### src/rtl/mem_wb_stage.sv
// rtl/mem_wb_stage.sv - MEM/WB pipeline register, load extraction and writeback mux (RV32I)
// Optional instructions-retired counter (InstretW) enabled by defining RETIRE_CNT_EN.
module mem_wb_stage #(
  parameter int XLEN      = 32,
  parameter int REG_AW    = 5,
  parameter int INSTRET_W = 64
) (
  input  logic              clk,
  input  logic              rst,
  input  logic              ValidM,
  input  logic              RegWriteM,
  input  logic [1:0]        ResultSrcM,
  input  logic [2:0]        Funct3M,
  input  logic [XLEN-1:0]   ALUResultM,
  input  logic [XLEN-1:0]   ReadDataM,
  input  logic [XLEN-1:0]   PCPlus4M,
  input  logic [REG_AW-1:0] RdM,
  input  logic              StallW,
  input  logic              FlushW,
  output logic [REG_AW-1:0] A3,
  output logic [XLEN-1:0]   WD3,
  output logic              WE3,
  output logic              ValidW
`ifdef RETIRE_CNT_EN
  ,
  output logic [INSTRET_W-1:0] InstretW
`endif
);

  logic              r_valid;
  logic              r_regwrite;
  logic [1:0]        r_rsrc;
  logic [2:0]        r_funct3;
  logic [XLEN-1:0]   r_alu;
  logic [XLEN-1:0]   r_rdata;
  logic [XLEN-1:0]   r_pc4;
  logic [REG_AW-1:0] r_rd;

  logic [7:0]        w_byte;
  logic [15:0]       w_half;
  logic [XLEN-1:0]   w_load;

  // Flush only needs to kill the control bits; stale data is harmless once invalid.
  always_ff @(posedge clk) begin
    if (rst) begin
      r_valid    <= 1'b0;
      r_regwrite <= 1'b0;
      r_rsrc     <= 2'b00;
      r_funct3   <= 3'b000;
      r_alu      <= '0;
      r_rdata    <= '0;
      r_pc4      <= '0;
      r_rd       <= '0;
    end else if (FlushW) begin
      r_valid    <= 1'b0;
      r_regwrite <= 1'b0;
    end else if (!StallW) begin
      r_valid    <= ValidM;
      r_regwrite <= RegWriteM;
      r_rsrc     <= ResultSrcM;
      r_funct3   <= Funct3M;
      r_alu      <= ALUResultM;
      r_rdata    <= ReadDataM;
      r_pc4      <= PCPlus4M;
      r_rd       <= RdM;
    end
  end

  always_comb begin
    w_byte = r_rdata[7:0];
    case (r_alu[1:0])
      2'd1:    w_byte = r_rdata[15:8];
      2'd2:    w_byte = r_rdata[23:16];
      2'd3:    w_byte = r_rdata[31:24];
      default: w_byte = r_rdata[7:0];
    endcase
    w_half = r_alu[1] ? r_rdata[31:16] : r_rdata[15:0];
    case (r_funct3)
      3'b000:  w_load = {{(XLEN-8){w_byte[7]}}, w_byte};
      3'b100:  w_load = {{(XLEN-8){1'b0}}, w_byte};
      3'b001:  w_load = {{(XLEN-16){w_half[15]}}, w_half};
      3'b101:  w_load = {{(XLEN-16){1'b0}}, w_half};
      default: w_load = r_rdata;
    endcase
  end

  always_comb begin
    case (r_rsrc)
      2'b01:   WD3 = w_load;
      2'b10:   WD3 = r_pc4;
      default: WD3 = r_alu;
    endcase
  end

  assign A3     = r_rd;
  assign ValidW = r_valid;
  assign WE3    = r_valid & r_regwrite & (r_rd != '0);

`ifdef RETIRE_CNT_EN
  logic [INSTRET_W-1:0] r_instret;

  always_ff @(posedge clk) begin
    if (rst) begin
      r_instret <= '0;
    end else if (r_valid && !StallW) begin
      r_instret <= r_instret + 1'b1;
    end
  end

  assign InstretW = r_instret;
`endif

endmodule
### config.mk
export PLATFORM = sky130hd
export DESIGN_NAME = mem_wb_stage
export DESIGN_NICKNAME = d
export VERILOG_FILES = /design/src/rtl/mem_wb_stage.sv
export SDC_FILE = /design/constraint.sdc
export NUM_CORES = 1
export LEC_CHECK = 0
export CORE_MARGIN = 4
export CORE_UTILIZATION = 30
export CTS_BUF_LIST = sky130_fd_sc_hd__clkbuf_4 sky130_fd_sc_hd__clkbuf_8
export CTS_CLUSTER_SIZE = 10
export DETAILED_ROUTE_END_ITERATION = 10
export MAX_ROUTING_LAYER = met4
export PLACE_DENSITY = 0.7
export SYNTH_ARGS = -nofsm -noshare
export SYNTH_HDL_FRONTEND = slang
export SYNTH_SLANG_ARGS = --single-unit
### constraint.sdc
create_clock -name clk -period 1.6 [get_ports clk]
set_input_delay 0.16 -clock clk [delete_from_list [all_inputs] [get_ports clk]]
set_output_delay 0.16 -clock clk [all_outputs]
set_load 0.01 [all_outputs]
Word-level counts from Yosys, hierarchy flattened
Index checks and enable logic that the tools add are counted.
{"block": "op_classes", "n_mul": 0, "n_div": 0, "bitwise": 4, "n_mux": 4, "n_eq_ne": 8, "reduce_logical": 4, "n_addsub": 0, "shift": 0, "order_cmp": 0}
{"cell": "$pmux W32 S4", "n": 1}
{"cell": "$pmux W32 S2", "n": 1}
{"cell": "$pmux W8 S3", "n": 1}
{"cell": "$mux W16", "n": 1}
{"cell": "$eq A2 B2 Y1 const B", "n": 3}
{"cell": "$eq A3 B3 Y1 const B", "n": 2}
{"cell": "$reduce_bool A5 Y1", "n": 1}
{"cell": "$eq A2 B1 Y1 const B", "n": 2}
{"cell": "$eq A3 B1 Y1 const B", "n": 1}
{"cell": "$logic_not A3 Y1", "n": 1}
{"cell": "$and A1 B1 Y1", "n": 2}
{"cell": "$not A1 Y1", "n": 2}
{"cell": "$reduce_and A2 Y1", "n": 1}
{"cell": "$reduce_or A2 Y1", "n": 1}
{"block": "totals", "latch_bits": 0, "ram_bits": 0, "out_inout_bits": 39, "ff_bits": 108, "input_bits": 112, "n_memories": 0, "romBits": 0}

Longest topological paths before layout
Gate-level depths: netlist of the first run.
{"block": "logic_depth", "ltp_word": 4, "mapped_depth": 8, "depth_no_buf": 6}

Least setup slack after synthesis of the first run
No wires, ideal clock.
{"block": "synth_timing", "path_type": "register to output", "from": "register r_rsrc[0]", "to": "output port WD3[10]", "arrival_time_ns": 1.663, "n_path_buf": 1, "slack_ns": -0.223, "stages_incl_launch_ff": 7, "t_required_ns": 1.440, "cell_sequence": "dfxtp_1 > inv_1 > ha_1 > nor2b_1 > clkbuf_1 > o31ai_4 > o31ai_1"}
{"block": "synth_via", "elab_chain_cells": 2}
{"element": "from (decl)", "line_no": "32", "source": "logic [1:0] r_rsrc;"}
{"element": "from (signal assigned)", "line_no": "60", "source": "r_rsrc <= ResultSrcM;"}
{"element": "$eq A2 B2 Y1 or $eq A2 B1 Y1 (tied branches)", "line_no": "88", "source": "case (r_rsrc)"}
{"element": "$pmux W32 S2 *", "line_no": "88"}
{"element": "to (decl)", "line_no": "21", "source": "output logic [XLEN-1:0] WD3,"}
Every way passes the cells marked *; elsewhere a longest branch is shown, timed or not.

Worst setup path after layout of the first run
{"block": "layout_timing", "from": "register r_rsrc[0]", "to": "output port WD3[31]"}
Same word-level chain as after synthesis.

==> results of run 1 <==
-- registers in the layout, summed over array words and instances, names as in the netlist --
| register | cells |
|---|---|
| r_funct3 | 3 |
| r_pc4 | 32 |
| ValidW | 1 |
| r_alu | 32 |
| r_rsrc | 2 |
| r_rdata | 32 |
| r_regwrite | 1 |
| A3 | 5 |
-- logic make-up after synthesis --
logic type | share of synthesized area (%)
compound gates | 22.67
fa+ha+maj | 0.5100
buf+inv | 5.152
flops | 44.07
mux | 2.244
simple gates | 25.35
-- metrics by stage --
| stage | power, mW | utilization, % | worst slack (ns) | instances | instance area, µm² |
|---|---|---|---|---|---|
| after global routing | 5.954 | 48.56 | -0.6116 | 1075 | 7741 |
| after floorplan | 3.412 | - | 0.002927 | 664 | 5040 |
| after global placement | 4.076 | 45.48 | -0.6470 | 1050 | 7251 |
| final | 5.691 | 48.56 | -0.5018 | 1075 | 7741 |
| after detailed placement | 4.091 | 45.48 | -0.6721 | 1050 | 7251 |
| after CTS | 5.699 | 47.46 | -0.5996 | 1071 | 7566 |
-- final cells by class --
| cell class | instances | area (µm²) |
|---|---|---|
| Multi-Input combinational cell | 496 | 2861 |
| Clock buffer | 10 | 137.6 |
| Fill cell | 1590 | 8202 |
| Timing Repair Buffer | 235 | 2241 |
| Clock inverter | 5 | 36.28 |
| Inverter | 5 | 21.27 |
| Sequential cell | 108 | 2173 |
| Tap cell | 216 | 270.3 |
-- worst max-delay path: stages, from the launching register on --
cell      delay (ns)
dfxtp_2         0.34
buf_4           0.14
ha_4            0.15
nor2b_4         0.14
and2_4          0.19
buf_4           0.15
a221oi_2        0.20
nand2_1         0.10
buf_2           0.15
-- cells in the final DEF, fill, tap and decap left out, drive strengths merged, types with 7 or more instances in the layout --
cell,netlist,routed
clkdlybuf4s50,0,116
and2,8,8
o31ai,8,8
buf,18,116
a221oi,17,17
and3,25,25
o22ai,10,10
dfxtp,108,108
a21oi,117,117
nor2,12,12
clkbuf,37,13
o221ai,7,7
mux2i,11,11
nand2,241,241
o21ai,15,15
-- per-layer routing --
layer	up-vias	wire [µm]	GRT usage, %
li1	2640	-	-
met1	2456	8073	25.03
met3	15	1146	4.071
met5	-	0	-
met4	0	226	6.047
met2	159	8680	30.75
-- final timing paths --
kind	from	endpoint	slack, ns	cells after the start
max	r_rsrc[0]	WD3[31]	-0.50	8
min	rst	r_pc4[3]	0.16	2
max reg2reg	r_rdata[29]	r_rdata[29]	0.77	3
min reg2reg	r_pc4[11]	r_pc4[11]	0.46	2
-- report_power, final --
group	internal, mW	leakage [nW]	total [mW]	switching [mW]
logic	0.656	2.18	1.22	0.568
clock network	0.607	0.0925	1.57	0.961
registers	2.81	0.886	2.90	0.0886
-- repair_timing --
item	4_1_cts	5_1_grt
pin swaps	19	11
gates cloned	1	3
hold buffers	0	0
setup buffers	5	3
setup endpoints to repair	33	33
resized for setup	183	22
==> Flow_metrics.wiki, run 1 <==
{| class="wikitable"
! Metric !! Value
|-
| FMAX || around 480 MHz
|-
| Number of antenna violations at the first check in global routing || 0
|-
| Effective utilization at floorplan || a little under a third
|-
| Biggest area consumer among synthesized cells || dfxtp_1
|-
| Total number of nets in the final design || approximately 970
|-
| Final RePlAce weighted congestion || between 0.9 and 1
|-
| Share of the yosys chip area belonging to registers || between 40% and 50%
|-
| DRC marker count from the first detailed-route iteration || 333
|-
| Count of antenna diodes in the layout || 0
|-
| Clock root buffer || clkbuf_8
|-
| Clk Latency, worst-skew pair || around 0.38 ns
|-
| Pins over their slew limit || 0
|-
| Number of buffers inserted by port buffering || 150
|-
| H-tree depth reported by CTS || 3
|-
| Vertical die dimension || ~140 µm
|-
| Max_slew headroom || between 70% and 80%
|-
| Residual DRC count || 0
|-
| Highest net fanout along the worst path || 5
|-
| Critical Path Sink Type || output port
|-
| Final Worst Setup Slack || -0.5018 ns
|-
| Die Span X || between 100 and 150 µm
|-
| Prevailing post-synth register cell || dfxtp_1
|-
| Worst hold path class || input port to flop
|-
| RSZ-0062 raised after global routing || true
|-
| GRT Total Usage || 19.43%
|-
| Final sum of negative setup slack || -14.73 ns
|-
| Number of global-route vias before repair || between 4000 and 5000
|-
| Final count of hold timing violations || 0
|-
| Number of flops mapped to enable cells by yosys || 0
|-
| Outcome || finished with violations
|-
| Crit path required time || 1.44 ns
|-
| CP Class || flop to output port
|-
| Final period utilization || 131.4%
|-
| Number of sinks driven by the clock tree || around 110
|-
| Maximum number of pins on one net before global-route repair || 58
|-
| Type of element launching the critical path || flop
|-
| Most frequently used cell type in the post-synthesis netlist || nand2_1
|-
| Overall overflow remaining after global route || 0
|-
| Maximum clock insertion buffer count || 2
|-
| Area delta synth->final || 57.79%
|-
| Share of flip-flops with an asynchronous set or reset || 0%
|-
| Ranking of synthesized cells by area || dfxtp_1 (44%), nand2_1 (18%), a21oi_1 (12%), and3_1 (3.2%), a221oi_1 (3.0%)
|-
| Average size of a mapped cell || between 7 and 8 µm²
|-
| Power density of the placed cells || between 700 and 800 nW/µm²
|-
| Fraction of post-synthesis cell area in the top cell type by area || 44.07%
|-
| Total leakage power || between 3 and 4 nW
|-
| CTS tree || yes
|-
| Global-route wire length before repair || between 20000 and 30000 µm
|-
| Area of the placeable core || between 15000 and 20000 µm²
|-
| Final period demand of the worst path || ~2.1 ns
|-
| Number of clock buffers inserted by TritonCTS || 9
|-
| Transition time at the pin with the least slew margin || about 0.37 ns
|-
| DP Wirelength || 13170 µm
|-
| # IOs || 151
|-
| Arr. time, crit path || 1.94 ns
|-
| Vias/cell || slightly below 5
|-
| Detail Route Antenna Nets || 0
|-
| Number of synthesized register bits || roughly 110
|-
| Number of max-cap violations || 0
|-
| Number of failing setup endpoints in the final timing report || 33
|-
| Mean routed wirelength per cell || ~17 µm
|-
| Floorplan row count || 46
|-
| Violated checks || setup timing
|-
| Ranking of synthesized cells by instance count || nand2_1 (241), a21oi_1 (116), dfxtp_1 (108), clkbuf_1 (37), and3_1 (25)
|-
| Number of instances in the synthesized netlist || about 660
|-
| Pre-Repair DR Iteration Count || 4
|-
| Max IR drop VDD || between 0.0004 and 0.0005 V
|-
| Yosys cell types || 34
|-
| Cell Area, Synth || about 4900 µm²
|-
| Die ar. || roughly 18000 µm²
|-
| Synth Net Count || between 700 and 800
|-
| Fraction of final layout cells with drive strength greater than 1 || between 20% and 30%
|-
| Setup clock skew after layout || 0 ns
|-
| Clock input transition at the sequential cells of the worst setup and hold paths || approximately 0.1 ns
|-
| Total via count in the routed design || roughly 5300
|-
| Synthesis warning total || 0
|-
| Smallest hold slack || 0.1603 ns
|-
| Total length of routed wires || 18130 µm
|}
Power figures use the tool's default switching activity.
==> run 2: changes to the inputs <==
--- a/config.mk
+++ b/config.mk
@@ -10,7 +10,6 @@
 export CTS_BUF_LIST = sky130_fd_sc_hd__clkbuf_4 sky130_fd_sc_hd__clkbuf_8
 export CTS_CLUSTER_SIZE = 10
 export DETAILED_ROUTE_END_ITERATION = 10
-export MAX_ROUTING_LAYER = met4
 export PLACE_DENSITY = 0.7
 export SYNTH_ARGS = -nofsm -noshare
 export SYNTH_HDL_FRONTEND = slang
==> run 2 against run 1 <==
Effect of this change:
- the flow still finishes with violations (setup timing)
- clock power about the same
- combinational power hardly changed
- sequential share of layout area about the same
- cell count unchanged
- utilization hardly changed
- non-clock buffer count stayed put
- via count rose by 0.30%
- power about the same
- critical endpoint unchanged
- highest routed layer unchanged
==> Flow_metrics.wiki, run 2 (same netlist as run 1, synthesis figures left out) <==
{| class="wikitable"
! Metric !! Value
|-
| Outcome || finished with violations
|-
| Violated checks || setup timing
|-
| Pins over their slew limit || 0 (unchanged)
|-
| GRT Total Usage || 18.89% (-0.54 points)
|-
| Reg2reg start || r_rdata[29]
|-
| Total internal power || 4.074 mW (about the same)
|-
| Detail Route Antenna Nets || 0 (unchanged)
|-
| Residual DRC count || 0 (unchanged)
|-
| Commonest cells after routing, fill and taps aside || nand2_1 (240), clkdlybuf4s50_1 (116), a21oi_1 (108), dfxtp_1 (103), buf_4 (63)
|-
| Final Worst Setup Slack || -0.5007 ns (+0.001194 ns)
|-
| Area of the placeable core || 15940 µm² (unchanged)
|-
| Die Span X || 135.9 µm (unchanged)
|-
| Global-route wire length before repair || 26980 µm (about the same)
|-
| Type of element launching the critical path || flop
|-
| Clock network fraction of design power || 27.5% (about the same)
|-
| Max IR drop VDD || 0.0003995 V (-0.31%)
|-
| Vias/cell || 4.917 (+0.30%)
|-
| Number of clock buffers inserted by TritonCTS || 9 (unchanged)
|-
| Maximum number of pins on one net before global-route repair || 58 (unchanged)
|-
| Final period demand of the worst path || 2.101 ns (-0.001194 ns)
|-
| Setup clock skew after layout || 0 ns (unchanged)
|-
| Max_slew headroom || 74.52% (-0.70 points)
|-
| Area delta synth->final || 57.92% (about the same)
|-
| Final cell count without fillers || 1075 (unchanged)
|-
| Crit path required time || 1.44 ns (about the same)
|-
| Vertical die dimension || 135.9 µm (unchanged)
|-
| Most common cell after layout, fill and taps aside || nand2_1
|-
| RSZ-0062 raised after global routing || true
|-
| Smallest hold slack || 0.1686 ns (+0.008368 ns)
|-
| Minimum setup slack among reg-to-reg paths || 0.77 ns (about the same)
|-
| Maximum cell stage delay along the critical path || 0.34 ns (about the same)
|-
| Number of buffers inserted by port buffering || 150 (unchanged)
|-
| Clock input transition at the sequential cells of the worst setup and hold paths || 0.10 ns (about the same)
|-
| Final RePlAce weighted congestion || 0.8870 (-1.6%)
|-
| # IOs || 151 (unchanged)
|-
| Floorplan row count || 46 (unchanged)
|-
| DP Wirelength || 13170 µm (unchanged)
|-
| Pre-Repair DR Iteration Count || 5 (+1)
|-
| FMAX || 476.0 MHz (about the same)
|-
| Final count of hold timing violations || 0 (unchanged)
|-
| Number of failing setup endpoints in the final timing report || 33 (unchanged)
|-
| Effective utilization at floorplan || 30.77% (unchanged)
|-
| Total number of nets in the final design || 969 (unchanged)
|-
| Fraction of final layout cells with drive strength greater than 1 || 23.05% (+0.12 points)
|-
| Number of antenna violations at the first check in global routing || 0 (unchanged)
|-
| Count of antenna diodes in the layout || 0 (unchanged)
|-
| Total leakage power || 3.159 nW (about the same)
|-
| NetSw || 1.620 mW (+0.17%)
|-
| Final Core Density || 48.60% (about the same)
|-
| Switching share of power || 28.46% (+0.032 points)
|-
| H-tree depth reported by CTS || 3 (unchanged)
|-
| Final sum of negative setup slack || -14.59 ns (+0.1417 ns)
|-
| Mean routed wirelength per cell || 16.97 µm (+0.62%)
|-
| Cell occurring most often along the worst timing path || buf_4
|-
| Clock root buffer || clkbuf_8
|-
| Die ar. || 18460 µm² (unchanged)
|-
| DRC marker count from the first detailed-route iteration || 346 (+3.9%)
|-
| Worst hold path class || input port to flop
|-
| CTS tree || yes
|-
| Overall overflow remaining after global route || 0 (unchanged)
|-
| Number of sinks driven by the clock tree || 108 (unchanged)
|-
| Transition time at the pin with the least slew margin || 0.3813 ns (+0.01053 ns)
|-
| Reg power frac || 50.9% (about the same)
|-
| Endpoint of the worst-slack reg-to-reg timing path || r_rdata[29]
|-
| Post-CTS Hold Buffers || 0 (unchanged)
|-
| Critical path's slowest cell || dfxtp_2
|-
| Clk Latency, worst-skew pair || 0.38 ns (about the same)
|-
| Critical Path Sink Type || output port
|-
| Hold EP || r_pc4[3]
|-
| Number of max-cap violations || 0 (unchanged)
|-
| Launch instance of the worst min-delay path || rst
|-
| Total via count in the routed design || 5286 (+0.30%)
|-
| Cell count after placement || 1050 (unchanged)
|-
| Combinational share of power || 21.6% (about the same)
|-
| Cell-by-cell listing of the critical path || buf_4 -> ha_4 -> nor2b_4 -> and2_4 -> buf_4 -> a221oi_2 -> nand2_1 -> buf_2
|-
| Final period utilization || 131.3% (about the same)
|-
| Highest net fanout along the worst path || 5 (unchanged)
|-
| Number of global-route vias before repair || 4979 (+0.060%)
|-
| Maximum clock insertion buffer count || 2 (unchanged)
|-
| Total length of routed wires || 18240 µm (+0.62%)
|-
| Path depth of the worst reg2reg path || 3 (unchanged)
|-
| CP Class || flop to output port
|-
| Registers with the most flip-flops || r_alu x32, r_pc4 x32, r_rdata x32
|-
| Number of cells traversed by the worst hold path || 2 (unchanged)
|-
| Power density of the placed cells || 735.0 nW/µm² (about the same)
|-
| Arr. time, crit path || 1.94 ns (about the same)
|}
## run 2: cell counts in the layout (fill, tap and decap cells not counted)
No cell type changed its count.
## run 2: power groups by stage
stage | registers [mW] | clock network, mW | logic, mW
after floorplan | 2.94 | 0 | 0.475
after global placement | 2.95 | 0 | 1.12
after detailed placement | 2.96 | 0 | 1.14
after CTS | 2.90 | 1.62 | 1.19
after global routing | 2.91 | 1.72 | 1.32
final | 2.90 | 1.57 | 1.23
## run 2: routing by layer
| layer | track usage [%] | part of all wire [%] | wire [µm] | up-vias |
|---|---|---|---|---|
| li1 | - | - | - | 2643 |
| met1 | 25.10 | 44 | 8107 | 2436 |
| met2 | 30.53 | 47 | 8581 | 185 |
| met3 | 4.404 | 6.9 | 1256 | 22 |
| met4 | 5.879 | 1.6 | 292 | 0 |
| met5 | 0 | 0 | 0 | - |
## run 2: how the worst max path moves through the flow
stage	to	depth (start not counted)	startpoint	slack, ns
3_3_place_gp	WD3[7]	9	r_rsrc[0]	-0.65
4_1_cts	WD3[29]	9	r_rsrc[0]	-0.60
2_1_floorplan	WD3[10]	5	r_alu[1]	0.003
3_5_place_dp	WD3[7]	9	r_rsrc[0]	-0.67
5_1_grt	WD3[16]	8	r_rsrc[0]	-0.61
6_report	WD3[31]	8	r_rsrc[0]	-0.50
## run 2: area by class of cell
class                   instances  area [µm²]
fillers                      1589        8195
repair buffers                235        2241
multi-input cells             496        2868
inverters                       5       21.27
clock inverters                 5       36.28
clock buffers                  10       137.6
well taps                     216       270.3
flip-flops and latches        108        2173
## run 2: critical path: cells and delay by family, from the launching register on
kind	cells	cell delay, ns
buf+inv	3	0.44
simple gates	3	0.43
flops	1	0.34
compound gates	1	0.20
fa+ha+maj	1	0.15
## run 2: repair_timing
item,in CTS,in global routing
gates resized for setup,183,23
setup buffers,5,3
pin swaps,19,11
endpoints found under the setup margin,33,33
cloned,1,3
## run 2: metrics by stage
| stage | power (mW) | area, µm² | setup WS [ns] |
|---|---|---|---|
| after detailed placement | 4.091 | 7251 | -0.6721 |
| final | 5.694 | 7747 | -0.5007 |
| after global routing | 5.959 | 7747 | -0.6125 |
| after CTS | 5.699 | 7566 | -0.5996 |
| after global placement | 4.076 | 7251 | -0.6470 |
| after floorplan | 3.412 | 5040 | 0.002927 |
